`src/rtl/bcd_hex_pkg.sv`:
```
// Shared constants, FSM states and the double-dabble nibble correction for bcd_hex_display.
package bcd_hex_pkg;
  localparam logic [6:0] SEG_BLANK = 7'h7F;
  localparam logic [6:0] SEG_DASH  = 7'h3F;
  // Active-low {g..a} patterns, entry 0 at the least significant slice.
  localparam logic [9:0][6:0] SEG_TBL = {7'h10, 7'h00, 7'h78, 7'h02, 7'h12,
                                         7'h19, 7'h30, 7'h24, 7'h79, 7'h40};

  typedef enum logic [1:0] {IDLE, SHIFT, DONE} state_t;

  function automatic logic [3:0] add3_if_ge5(input logic [3:0] nibble);
    return (nibble >= 4'd5) ? nibble + 4'd3 : nibble;
  endfunction
endpackage

```
`src/rtl/bcd_hex_display_if.sv`:
```
// Request/result bundle between the value source and bcd_hex_display.
interface bcd_hex_display_if #(
  parameter int BIN_W  = 8,
  parameter int DIGITS = 3
);
  logic                  start;
  logic [BIN_W-1:0]      bin_in;
  logic                  busy;
  logic                  done;
  logic                  ovf;
  logic [4*DIGITS-1:0]   bcd_out;
  logic [7*DIGITS-1:0]   hex;

  modport master (output start, bin_in, input  busy, done, ovf, bcd_out, hex);
  modport slave  (input  start, bin_in, output busy, done, ovf, bcd_out, hex);
endinterface

```
`src/rtl/bcd_hex_display_seg7_digit.sv`:
```
// Combinational BCD digit to active-low 7-seg pattern, with a blank override.
import bcd_hex_pkg::*;

module seg7_digit (
  input  logic [3:0] i_bcd,
  input  logic       i_blank,
  output logic [6:0] o_seg
);
  always_comb begin
    o_seg = SEG_BLANK;
    if (!i_blank && i_bcd <= 4'd9) o_seg = SEG_TBL[i_bcd];
  end
endmodule

```
`src/rtl/bcd_hex_display.sv`:
```
// Sequential double-dabble binary-to-decimal converter driving active-low HEX displays.
// Define BCD_HEX_LZ_BLANK_EN to blank leading zero digits.
import bcd_hex_pkg::*;

module bcd_hex_display #(
  parameter int BIN_W  = 8,
  parameter int DIGITS = 3
) (
  input  logic             clk,
  input  logic             resetn,
  bcd_hex_display_if.slave bus
);
  localparam int ACC_W = 4*DIGITS + 4;
  localparam int CNT_W = $clog2(BIN_W + 1);

  state_t                     r_state, w_next;
  logic [CNT_W-1:0]           r_cnt;
  logic [ACC_W-1:0]           r_acc;
  logic [BIN_W-1:0]           r_bin;
  logic                       r_sticky;
  logic                       r_done, r_ovf;
  logic [DIGITS-1:0][3:0]     r_bcd;
  logic [DIGITS-1:0][6:0]     r_hex;

  logic [ACC_W-1:0]           w_acc_adj;
  logic [DIGITS-1:0][6:0]     w_seg;
  logic [DIGITS-1:0]          w_blank;
  logic                       w_bad, w_ovf;

  always_ff @(posedge clk or negedge resetn)
    if (!resetn) r_state <= IDLE;
    else         r_state <= w_next;

  always_comb begin
    w_next = r_state;
    case (r_state)
      IDLE:    if (bus.start) w_next = SHIFT;
      SHIFT:   if (r_cnt == CNT_W'(BIN_W - 1)) w_next = DONE;
      DONE:    w_next = IDLE;
      default: w_next = IDLE;
    endcase
  end

  for (genvar i = 0; i < DIGITS + 1; i++) begin : g_adj
    assign w_acc_adj[4*i +: 4] = add3_if_ge5(r_acc[4*i +: 4]);
  end

  always_ff @(posedge clk or negedge resetn) begin
    if (!resetn) begin
      r_cnt    <= '0;
      r_acc    <= '0;
      r_bin    <= '0;
      r_sticky <= 1'b0;
    end else if (r_state == IDLE && bus.start) begin
      r_cnt    <= '0;
      r_acc    <= '0;
      r_bin    <= bus.bin_in;
      r_sticky <= 1'b0;
    end else if (r_state == SHIFT) begin
      r_cnt    <= r_cnt + 1'b1;
      r_acc    <= {w_acc_adj[ACC_W-2:0], r_bin[BIN_W-1]};
      r_bin    <= r_bin << 1;
      // Once the guard nibble holds anything the value already exceeds the display range.
      r_sticky <= r_sticky | (|w_acc_adj[ACC_W-1 -: 4]);
    end
  end

  always_comb begin
    w_bad = 1'b0;
    for (int d = 0; d < DIGITS; d++)
      if (r_acc[4*d +: 4] > 4'd9) w_bad = 1'b1;
  end
  assign w_ovf = r_sticky | (|r_acc[ACC_W-1 -: 4]) | w_bad;

`ifdef BCD_HEX_LZ_BLANK_EN
  logic [DIGITS-1:0] w_lz;
  for (genvar d = 0; d < DIGITS; d++) begin : g_lz
    if (d == DIGITS - 1) begin : g_top
      assign w_lz[d] = (r_acc[4*d +: 4] == 4'd0);
    end else begin : g_mid
      assign w_lz[d] = w_lz[d+1] & (r_acc[4*d +: 4] == 4'd0);
    end
    assign w_blank[d] = (d != 0) && w_lz[d];
  end
`else
  assign w_blank = '0;
`endif

  for (genvar d = 0; d < DIGITS; d++) begin : g_dig
    seg7_digit u_seg (
      .i_bcd   (r_acc[4*d +: 4]),
      .i_blank (w_blank[d]),
      .o_seg   (w_seg[d])
    );
  end

  always_ff @(posedge clk or negedge resetn) begin
    if (!resetn) begin
      r_done <= 1'b0;
      r_ovf  <= 1'b0;
      r_bcd  <= '0;
      r_hex  <= {DIGITS{SEG_BLANK}};
    end else begin
      r_done <= (r_state == DONE);
      if (r_state == DONE) begin
        r_ovf <= w_ovf;
        r_bcd <= w_ovf ? {DIGITS{4'h9}} : r_acc[4*DIGITS-1:0];
        r_hex <= w_ovf ? {DIGITS{SEG_DASH}} : w_seg;
      end
    end
  end

  assign bus.busy    = (r_state != IDLE);
  assign bus.done    = r_done;
  assign bus.ovf     = r_ovf;
  assign bus.bcd_out = r_bcd;
  assign bus.hex     = r_hex;
endmodule

```
`src/flat_wrapper.sv`:
```
// flat-port wrapper written by rule: the top's interface ports become plain ports
module bcd_hex_display_flat 
#(
  parameter int BIN_W  = 8,
  parameter int DIGITS = 3
)
  (clk, resetn, bus_start, bus_bin_in, bus_busy, bus_done, bus_ovf, bus_bcd_out, bus_hex);
  bcd_hex_display_if #(.BIN_W(BIN_W), .DIGITS(DIGITS)) bus_i ();
  input  logic clk;
  input  logic resetn;
  input wire logic [$bits(bus_i.start)-1:0] bus_start;
  input wire logic [$bits(bus_i.bin_in)-1:0] bus_bin_in;
  output wire logic [$bits(bus_i.busy)-1:0] bus_busy;
  output wire logic [$bits(bus_i.done)-1:0] bus_done;
  output wire logic [$bits(bus_i.ovf)-1:0] bus_ovf;
  output wire logic [$bits(bus_i.bcd_out)-1:0] bus_bcd_out;
  output wire logic [$bits(bus_i.hex)-1:0] bus_hex;
  assign bus_i.start = bus_start;
  assign bus_i.bin_in = bus_bin_in;
  assign bus_busy = bus_i.busy;
  assign bus_done = bus_i.done;
  assign bus_ovf = bus_i.ovf;
  assign bus_bcd_out = bus_i.bcd_out;
  assign bus_hex = bus_i.hex;
  bcd_hex_display #(.BIN_W(BIN_W), .DIGITS(DIGITS)) u_core (.clk(clk), .resetn(resetn), .bus(bus_i));
endmodule
```
`config.mk`:
```
export PLATFORM = sky130hd
export DESIGN_NAME = bcd_hex_display_flat
export DESIGN_NICKNAME = d
export VERILOG_FILES = /design/src/rtl/bcd_hex_pkg.sv /design/src/rtl/bcd_hex_display_if.sv /design/src/rtl/bcd_hex_display_seg7_digit.sv /design/src/rtl/bcd_hex_display.sv /design/src/flat_wrapper.sv
export SDC_FILE = /design/constraint.sdc
export NUM_CORES = 1
export LEC_CHECK = 0
export CAP_MARGIN = 20
export CORE_UTILIZATION = 25
export DETAILED_ROUTE_END_ITERATION = 8
export SYNTH_ARGS = -nofsm -noshare
export SYNTH_HDL_FRONTEND = slang
export SYNTH_SLANG_ARGS = --single-unit
```
`constraint.sdc`:
```
create_clock -name clk -period 2.3 [get_ports clk]
set_clock_uncertainty 0.05 [all_clocks]
set_input_delay 0.69 -clock clk [delete_from_list [all_inputs] [get_ports clk]]
set_output_delay 0.69 -clock clk [all_outputs]
set_load 0.05 [all_outputs]
```
# Yosys cells after proc, flatten, opt, wreduce, memory -nomap -nowiden
# Memory sizes are Yosys's and may differ from the RTL's.
# Index checks and enable logic that the tools add are counted.
[totals]
in_bits = 11
mem_bits_ro = 336
elab_cells = 75
n_memories = 3
output_inout_bits = 36
ff_bits = 66
[mem_list]
columns = ["memory", "depth", "width", "read_ports", "rd_ports_with_merged_regs", "write_ports", "line", "rtl"]
rows = [
  ["(name not given)", 16, 7, 1, 0, 0, "bcd_hex_display_seg7_digit.sv:11", "if (!i_blank && i_bcd <= 4'd9) o_seg = SEG_TBL[i_bcd];"],
  ["(name not given)", 16, 7, 1, 0, 0, "bcd_hex_display_seg7_digit.sv:11", ""],
  ["(name not given)", 16, 7, 1, 0, 0, "bcd_hex_display_seg7_digit.sv:11", ""],
]
[classes]
bitwise_logic = 3
eq_ne = 5
muxes = 26
n_reduce_logical = 7
order_cmp = 13
addsub = 5
[ops]
columns = ["cell", "n"]
rows = [
  ["7-bit two-way mux", 6],
  ["16-bit two-way mux", 2],
  ["4-bit two-way mux", 6],
  ["21-bit two-way mux", 1],
  ["4-bit by 2-bit adder with 4-bit output (second input constant)", 4],
  ["4-bit by 3-bit greater-or-equal comparator with 1-bit output (second input constant)", 4],
  ["8-bit two-way mux", 2],
  ["4-bit by 5-bit less-than comparator with 1-bit output (second input constant)", 3],
  ["4-bit > comparator (second input constant)", 3],
  ["4-bit less-or-equal comparator (second input constant)", 3],
  ["12-bit two-way mux", 1],
  ["4-bit OR reduction", 2],
  ["1-bit two-way mux", 5],
  ["4-bit by 1-bit adder with 4-bit output (second input constant)", 1],
  ["4-bit by 3-bit == test with 1-bit output (second input constant)", 1],
  ["2-bit two-way mux", 2],
  ["2-bit case mux with 2 select lines", 1],
  ["2-bit nonzero test", 2],
  ["1-bit bitwise OR", 3],
  ["2-bit by 1-bit == test with 1-bit output (second input constant)", 1],
  ["2-bit == test (second input constant)", 1],
  ["2-bit zero test", 1],
  ["2-bit by 1-bit != test with 1-bit output (second input constant)", 1],
  ["2-bit != test (second input constant)", 1],
  ["2 further kinds", 2],
]

# Logic depth before layout (Yosys ltp)
# Gate-level depths: netlist of run 1.
[logic_depth]
word_depth = 6
depth_mapped = 7

# By module
# From an unflattened synthesis of run 1, not the netlist that was laid out.
[hier_totals]
hier_cells = 362
hier_area_um2 = 3608.5
[modules_own_cells]
columns = ["module", "cells_per_inst", "n_inst", "seq_area_each_um2", "area_per_inst_um2"]
rows = [
  ["bcd_hex_display", 275, 1, 1677.9, 2977.9],
  ["seg7_digit", 29, 3, 0.0, 210.2],
]

# Worst setup path after synthesis of run 1
# OpenSTA, ideal clock, no wires.
[synth_path]
kind = "register to register"
startpoint = "register u_core.r_acc[0]"
endpoint = "register u_core.r_bcd (netlist bit u_core.bus.bcd_out[3])"
arrival_time_ns = 1.637
setup_slack_ns = 0.492
path_stages_with_launch = 8
path_cell_list = "dfrtp_1 > inv_1 > ha_1 > nor2_1 > o21ai_1 > nand4_4 > buf_6 > o22a_1"
[synth_between]
elab_chain_cells = 6
[synth_rtl]
columns = ["item", "line", "rtl"]
rows = [
  ["start, declared", "bcd_hex_display.sv:18", "logic [ACC_W-1:0] r_acc;"],
  ["start signal, assigned", "bcd_hex_display.sv:61", "r_acc <= {w_acc_adj[ACC_W-2:0], r_bin[BIN_W-1]};"],
  ["4-bit > comparator", "bcd_hex_display.sv:71", "if (r_acc[4*d +: 4] > 4'd9) w_bad = 1'b1;"],
  ["1-bit two-way mux (3 in series)", "bcd_hex_display.sv:71", ""],
  ["1-bit bitwise OR", "bcd_hex_display.sv:73", "assign w_ovf = r_sticky | (|r_acc[ACC_W-1 -: 4]) | w_bad;"],
  ["12-bit two-way mux", "bcd_hex_display.sv:107", "r_bcd <= w_ovf ? {DIGITS{4'h9}} : r_acc[4*DIGITS-1:0];"],
  ["end signal, assigned", "bcd_hex_display.sv:107", ""],
  ["end, declared", "bcd_hex_display.sv:22", "logic [DIGITS-1:0][3:0] r_bcd;"],
]
# No other way between the ends.
# A chain may end at the register's enable or synchronous reset.

# Final worst setup path of run 1
[layout_path]
startpoint = "register u_core.r_bcd (netlist bit u_core.bus.bcd_out[1])"
endpoint = "output bus_bcd_out[1]"
[layout_lines]
columns = ["item", "line", "rtl"]
rows = [
  ["end, declared", "flat_wrapper.sv:16", "output wire logic [$bits(bus_i.bcd_out)-1:0] bus_bcd_out;"],
]
# No word-level cell between the ends.

==> metrics.csv, run 1 <==
stage,metric,value,unit
outcome,status,finished clean,
sta,Max Clk Rate,0.4473,GHz
critical_path,Worst path max stage delay,810,ps
global_routing,met3 Track Usage GR,3.585,%
floorplan,Die Span X,117.9,um
critical_path,cells along the critical path,clkdlybuf4s50_1,
clock_tree,CTS max path bufs,2,
power_and_ir_drop,maximum vdd drop,0.0004773,V
routing,Detail Route Antenna Nets,0,
floorplan,Die H,117.9,um
yosys,Syn Area/Cell,10.18,um^2
critical_path,CP max stage cell,clkdlybuf4s50_1,
clock_tree,CTS resizes,0,
clock_tree,latest clock arrival within the worst-skew pair,330,ps
critical_path,"CP delay by family, top",buffers and inverters,
clock_tree,clock sinks,66,
clock_tree,hold buffers post-CTS,0,
yosys,Synth Register Bits,66,
critical_path,crit end category,output pin,
yosys,async set-or-reset flop fraction in the synthesized netlist,100.0,%
sta,Final setup viols,0,
cells_and_area,Ant. Diodes,0,
sta,setup TNS,0,ps
critical_path,worst-case reg-to-reg path depth,7,
sta,final hold vios,0,
clock_tree,TritonCTS clock tree,yes,
yosys,"top cells by area, synth","dfrtp_1 (34%), dfstp_2 (16%), ha_1 (7.1%)",
critical_path,Worst EP required,1560,ps
placement,PortBufs,46,
routing,First-pass DRT Iterations,4,
critical_path,CP Buf/Inv Count,1,
flow_run,maxcap violations,0,
clock_tree,Inserted Clock Buffers,9,
yosys,top_reg_cell synth,dfrtp_1,
routing,DR vias,2608,
global_routing,GRT Total Usage,11.91,%
global_routing,initial antenna violation count,0,
global_routing,vias in the first global route,2513,
global_routing,total grt overflow,0,
cells_and_area,fillers,1314,
floorplan,num rows,41,
clock_tree,clock root cell,clkbuf_16,
critical_path,largest fanout on the critical path,2,
floorplan,Placeable Area,12880,um^2
cells_and_area,Nets,414,
global_routing,met1 Resource Use GR,15.83,%
sta,Slew @ Worst Pin,531.5,ps
global_routing,layer with the highest usage,met2,
routing,vias per cell,4.649,
sta,unrepaired setup endpoints after global routing,no,
routing,Total Routed Length,7824,um
placement,DP Wirelength,5480,um
yosys,"EDFF count, synth",0,
power_and_ir_drop,pwr dens,1281,nW/um^2
clock_tree,clk slew on worst S/H paths,50,ps
power_and_ir_drop,leakage dissipation,1.872,nW
floorplan,initial core utilization,26.08,%
clock_tree,"Setup Fix Bufs, Post-CTS",0,
yosys,post-synthesis sequential area ratio,49.96,%
routing,starting DRC count in detailed routing,91,
sta,hold slack final,329.8,ps
cells_and_area,"Core Util, Final",33.41,%
cells_and_area,Reg area,1678,um^2
yosys,Yosys warning count,0,
floorplan,die area,13900,um^2
critical_path,CP Data Arrival Time,1500,ps
cells_and_area,Area Growth Syn to Fin,28.09,%
yosys,Post-Synthesis Cell Area,3358,um^2
global_routing,met2 GRT Util,18.35,%
yosys,top-area cell type share of the netlist area,33.53,%
critical_path,worst setup path start,u_core.bus.bcd_out[1]$_DFFE_PN0P_,
critical_path,Crit. path cell count,1,
global_routing,first-pass GRT wire length,13100,um
critical_path,Worst setup SP type,register,
routing,Routed WL per cell,13.95,um
sta,final worst-path cycle share,97.19,%
sta,max_slew headroom,64.44,%
yosys,Post-Syn Nets,360,
yosys,Synth cell types,44,
critical_path,Crit Path Class,reg -> out,
yosys,Mapped Cells,330,
yosys,Synth area leader,dfrtp_1,
clock_tree,# H-tree levels,3,
sta,max-slew violation count,0,
placement,GPL Wtd Cong,0.7571,
global_routing,largest net degree at the start of global routing,67,
cells_and_area,fraction of layout cells with a size suffix above 1,23.39,%
cells_and_area,footprint of the multi-input gates,1530,um^2
min_path,Hold Path Class,in -> async,
critical_path,reg2reg start,u_core.r_acc[9]$_DFFE_PN0P_,
sta,Tmin final,2235,ps
routing,Residual DRC,0,
floorplan,io pins,47,
-- report_power, final --
group          total (mW)  internal [mW]  switching (mW)
clock                1.36          0.864           0.497
combinational        2.34          0.958            1.38
sequential           1.81           1.49           0.322
-- Yosys cell counts (2+ instances only) --
library cell / count
and3_1: 3
o22a_1: 12
nand2b_1: 6
a211o_1: 4
clkbuf_1: 11
o2bb2ai_1: 2
xnor2_1: 4
a32o_1: 4
nor2_1: 19
a21oi_1: 24
nor2b_1: 8
a22o_1: 4
inv_1: 12
nor3b_1: 3
a22oi_1: 7
nand3_1: 14
buf_2: 3
nor3_1: 3
o31ai_1: 6
dfrtp_1: 45
o21bai_1: 5
mux2_2: 2
or2_2: 2
dfstp_2: 21
buf_6: 3
o21ai_1: 5
ha_1: 19
nand2_1: 38
a31oi_1: 2
buf_1: 3
o21ai_0: 21
mux2i_1: 3
-- placed cells by master, fill, tap and decap left out, drive strengths merged, types with 3 or more instances in the layout --
master,count
a211o,4
o22a,12
nor2,19
a22oi,8
o21bai,5
inv,13
nand2,38
nand2b,6
clkbuf,11
clkinv,4
a21oi,24
ha,19
xnor2,4
a32o,4
a22o,4
o21ai,26
nor2b,8
buf,44
nor3,3
o31ai,6
nand3,14
dfrtp,45
clkdlybuf4s50,18
nor3b,3
mux2i,3
dfstp,21
and3,3
-- path summary, 6_finish.rpt --
kind / end / slack (ps)
worst max-delay path: bus_bcd_out[1] / 60
worst min-delay path: u_core.bus.bcd_out[0]$_DFFE_PN0P_ / 330
worst max register to register: u_core.bus.bcd_out[3]$_DFFE_PN0P_ / 200
worst min register to register: u_core.r_bin[4]$_DFFE_PN0P_ / 420
max in group asynchronous: u_core.bus.hex[0]$_DFFE_PN1P_ / 1540
min in group clk: u_core.r_bin[4]$_DFFE_PN0P_ / 420
-- area by class of cell --
class / instances / area share [%]
well taps: 172 / 5.003
inverters: 13 / 1.134
clock buffers: 11 / 5.643
flip-flops and latches: 66 / 39.01
multi-input cells: 231 / 35.57
repair buffers: 63 / 12.39
clock inverters: 5 / 1.251
-- logic make-up (layout without fill, tap and decap cells) --
| group | count (synthesis) | count (layout) | share of synthesized area, % |
|---|---|---|---|
| simple gates | 102 | 102 | 15.50 |
| compound gates | 100 | 100 | 20.12 |
| flops | 66 | 66 | 49.96 |
| buf+inv | 33 | 92 | 4.471 |
| fa+ha+maj | 19 | 19 | 7.079 |
| xor+xnor | 5 | 5 | 1.304 |
| mux | 5 | 5 | 1.565 |
-- metal layers --
metal / up-vias / wire, um
met2: 67 / 3519
met5: - / 0
met4: 0 / 85
met1: 1256 / 3845
li1: 1276 / -
met3: 9 / 374
-- stage by stage --
step / cells / worst slack [ps] / power (mW) / area, um^2
detailed placement: 545 / 103.8 / 4.169 / 4003
finish: 561 / 64.57 / 5.510 / 4302
global route: 561 / 12.09 / 5.919 / 4302
global placement: 545 / 120.0 / 4.098 / 4003
CTS: 561 / 17.99 / 5.558 / 4299
floorplan: 330 / 491.8 / 3.511 / 3358
-- state kept, by name, indices dropped and copies added, names as in the netlist --
register,count
u_core.bus.ovf,1
u_core.r_bin,8
u_core.r_acc,16
u_core.r_cnt,4
u_core.bus.hex,21
u_core.r_state,2
u_core.bus.bcd_out,12
u_core.r_sticky,1
u_core.bus.done,1
Power figures use the tool's default switching activity.
==> run 2, diff against run 1 <==
- CELL_PAD_IN_SITES_DETAIL_PLACEMENT: unset -> 1
- CELL_PAD_IN_SITES_GLOBAL_PLACEMENT: unset -> 1
- HOLD_SLACK_MARGIN: unset -> 0.02
- PLACE_DENSITY: unset -> 0.57
==> run 2 against run 1 <==
Against the previous run:
- sequential power is essentially flat
- total power is 1.7% higher
- via count up 1.2%
- die area did not move
- final cell count increased by 0.53%
- global-route usage increased by 1.5 points
- combinational power grew 5%
- critical endpoint is now bus_bcd_out[0]
==> metrics.csv, run 2 (synthesis gave the netlist of run 1 again) <==
stage,metric,value,unit
placement,DP Wirelength,5948,um
cells_and_area,"Core Util, Final",33.72,%
clock_tree,clock sinks,66,
clock_tree,CTS max path bufs,2,
sta,max_slew headroom,62.62,%
cells_and_area,"commonest non-fill, non-tap cell in the layout",dfrtp_1,
placement,PortBufs,46,
floorplan,die area,13900,um^2
floorplan,Placeable Area,12880,um^2
critical_path,CP max stage cell,clkdlybuf4s50_1,
critical_path,worst-case reg-to-reg path depth,7,
global_routing,GRT Total Usage,13.36,%
routing,starting DRC count in detailed routing,86,
floorplan,num rows,41,
routing,Routed WL per cell,15.00,um
cells_and_area,Ant. Diodes,0,
cells_and_area,Area Growth Syn to Fin,29.28,%
floorplan,Die Span X,117.9,um
routing,First-pass DRT Iterations,4,
routing,DR vias,2639,
floorplan,io pins,47,
clock_tree,# H-tree levels,3,
critical_path,r2r endpoint,u_core.bus.bcd_out[3]$_DFFE_PN0P_,
critical_path,largest fanout on the critical path,2,
cells_and_area,Nets,417,
outcome,status,finished clean,
routing,Total Routed Length,8458,um
clock_tree,clk slew on worst S/H paths,50,ps
power_and_ir_drop,total power,5.605,mW
clock_tree,Inserted Clock Buffers,9,
min_path,Hold Path Class,in -> async,
sta,hold slack final,330.7,ps
sta,final setup margin,60.90,ps
flow_run,maxcap violations,0,
sta,Final setup viols,0,
critical_path,cells along the critical path,clkdlybuf4s50_1,
critical_path,worst setup path start,u_core.bus.bcd_out[0]$_DFFE_PN0P_,
sta,setup TNS,0,ps
power_and_ir_drop,maximum vdd drop,0.0005035,V
sta,final worst-path cycle share,97.35,%
sta,Tmin final,2239,ps
placement,GPL Wtd Cong,0.7243,
routing,vias per cell,4.679,
clock_tree,hold buffers post-CTS,0,
global_routing,vias in the first global route,2727,
sta,final hold vios,0,
critical_path,Crit Path Class,reg -> out,
global_routing,first-pass GRT wire length,14460,um
critical_path,crit end category,output pin,
global_routing,largest net degree at the start of global routing,67,
cells_and_area,fraction of layout cells with a size suffix above 1,24.23,%
critical_path,Worst setup SP type,register,
clock_tree,CTS resizes,0,
critical_path,reg2reg start,u_core.r_acc[9]$_DFFE_PN0P_,
critical_path,Worst EP required,1560,ps
floorplan,Die H,117.9,um
critical_path,"CP delay by family, top",buffers and inverters,
sta,Max Clk Rate,0.4466,GHz
power_and_ir_drop,leakage dissipation,1.871,nW
routing,Residual DRC,0,
floorplan,initial core utilization,26.08,%
cells_and_area,Largest register FFs,21,
clock_tree,clock root cell,clkbuf_16,
sta,max-slew violation count,0,
global_routing,initial antenna violation count,0,
global_routing,total grt overflow,0,
critical_path,CP Data Arrival Time,1500,ps
critical_path,CP Buf/Inv Count,1,
cells_and_area,most frequent cells in the layout,"dfrtp_1 (45), buf_4 (44), nand2_1 (38), a21oi_1 (24)",
clock_tree,"Setup Fix Bufs, Post-CTS",0,
power_and_ir_drop,pwr dens,1291,nW/um^2
sta,Slew @ Worst Pin,559.5,ps
routing,Detail Route Antenna Nets,0,
clock_tree,TritonCTS clock tree,yes,
sta,unrepaired setup endpoints after global routing,no,
critical_path,Worst path max stage delay,810,ps
clock_tree,latest clock arrival within the worst-skew pair,340,ps
placement,Place WS,111.7,ps
critical_path,Worst R2R Setup Slack,260,ps
[run 2: routing by layer]
metal	vias up	GRT usage, %	wire length, um
met5	-	0	0
met4	0	4.087	86
met3	9	4.603	346
met2	45	21.54	3988
met1	1297	16.69	4037
li1	1288	-	-
[run 2: final cells by class]
cell class	instances	area (um^2)
sequential	66	1678
inverter	13	48.80
clock inverter	3	21.27
multi-input combinational	231	1530
tap	172	215.2
timing repair buffer	66	568.0
fill	1478	8534
clock buffer	13	280.3
[run 2: metrics by stage]
step | instance area, um^2 | instances
3_5_place_dp | 4038 | 548
3_3_place_gp | 4038 | 548
6_report | 4342 | 564
5_1_grt | 4342 | 564
2_1_floorplan | 3358 | 330
4_1_cts | 4339 | 564
[run 2: worst max path at each step]
stage / end / depth (start not counted)
final: bus_bcd_out[0] / 1
after global routing: bus_bcd_out[1] / 1
after CTS: bus_bcd_out[0] / 1
after detailed placement: u_core.r_acc[7]$_DFFE_PN0P_ / 5
after global placement: u_core.r_acc[7]$_DFFE_PN0P_ / 5
after floorplan: u_core.bus.bcd_out[3]$_DFFE_PN0P_ / 7
[run 2: power by group]
group	total (mW)	switching (mW)	internal, mW
clock network	1.36	0.511	0.847
registers	1.79	0.299	1.49
logic	2.46	1.46	1.00
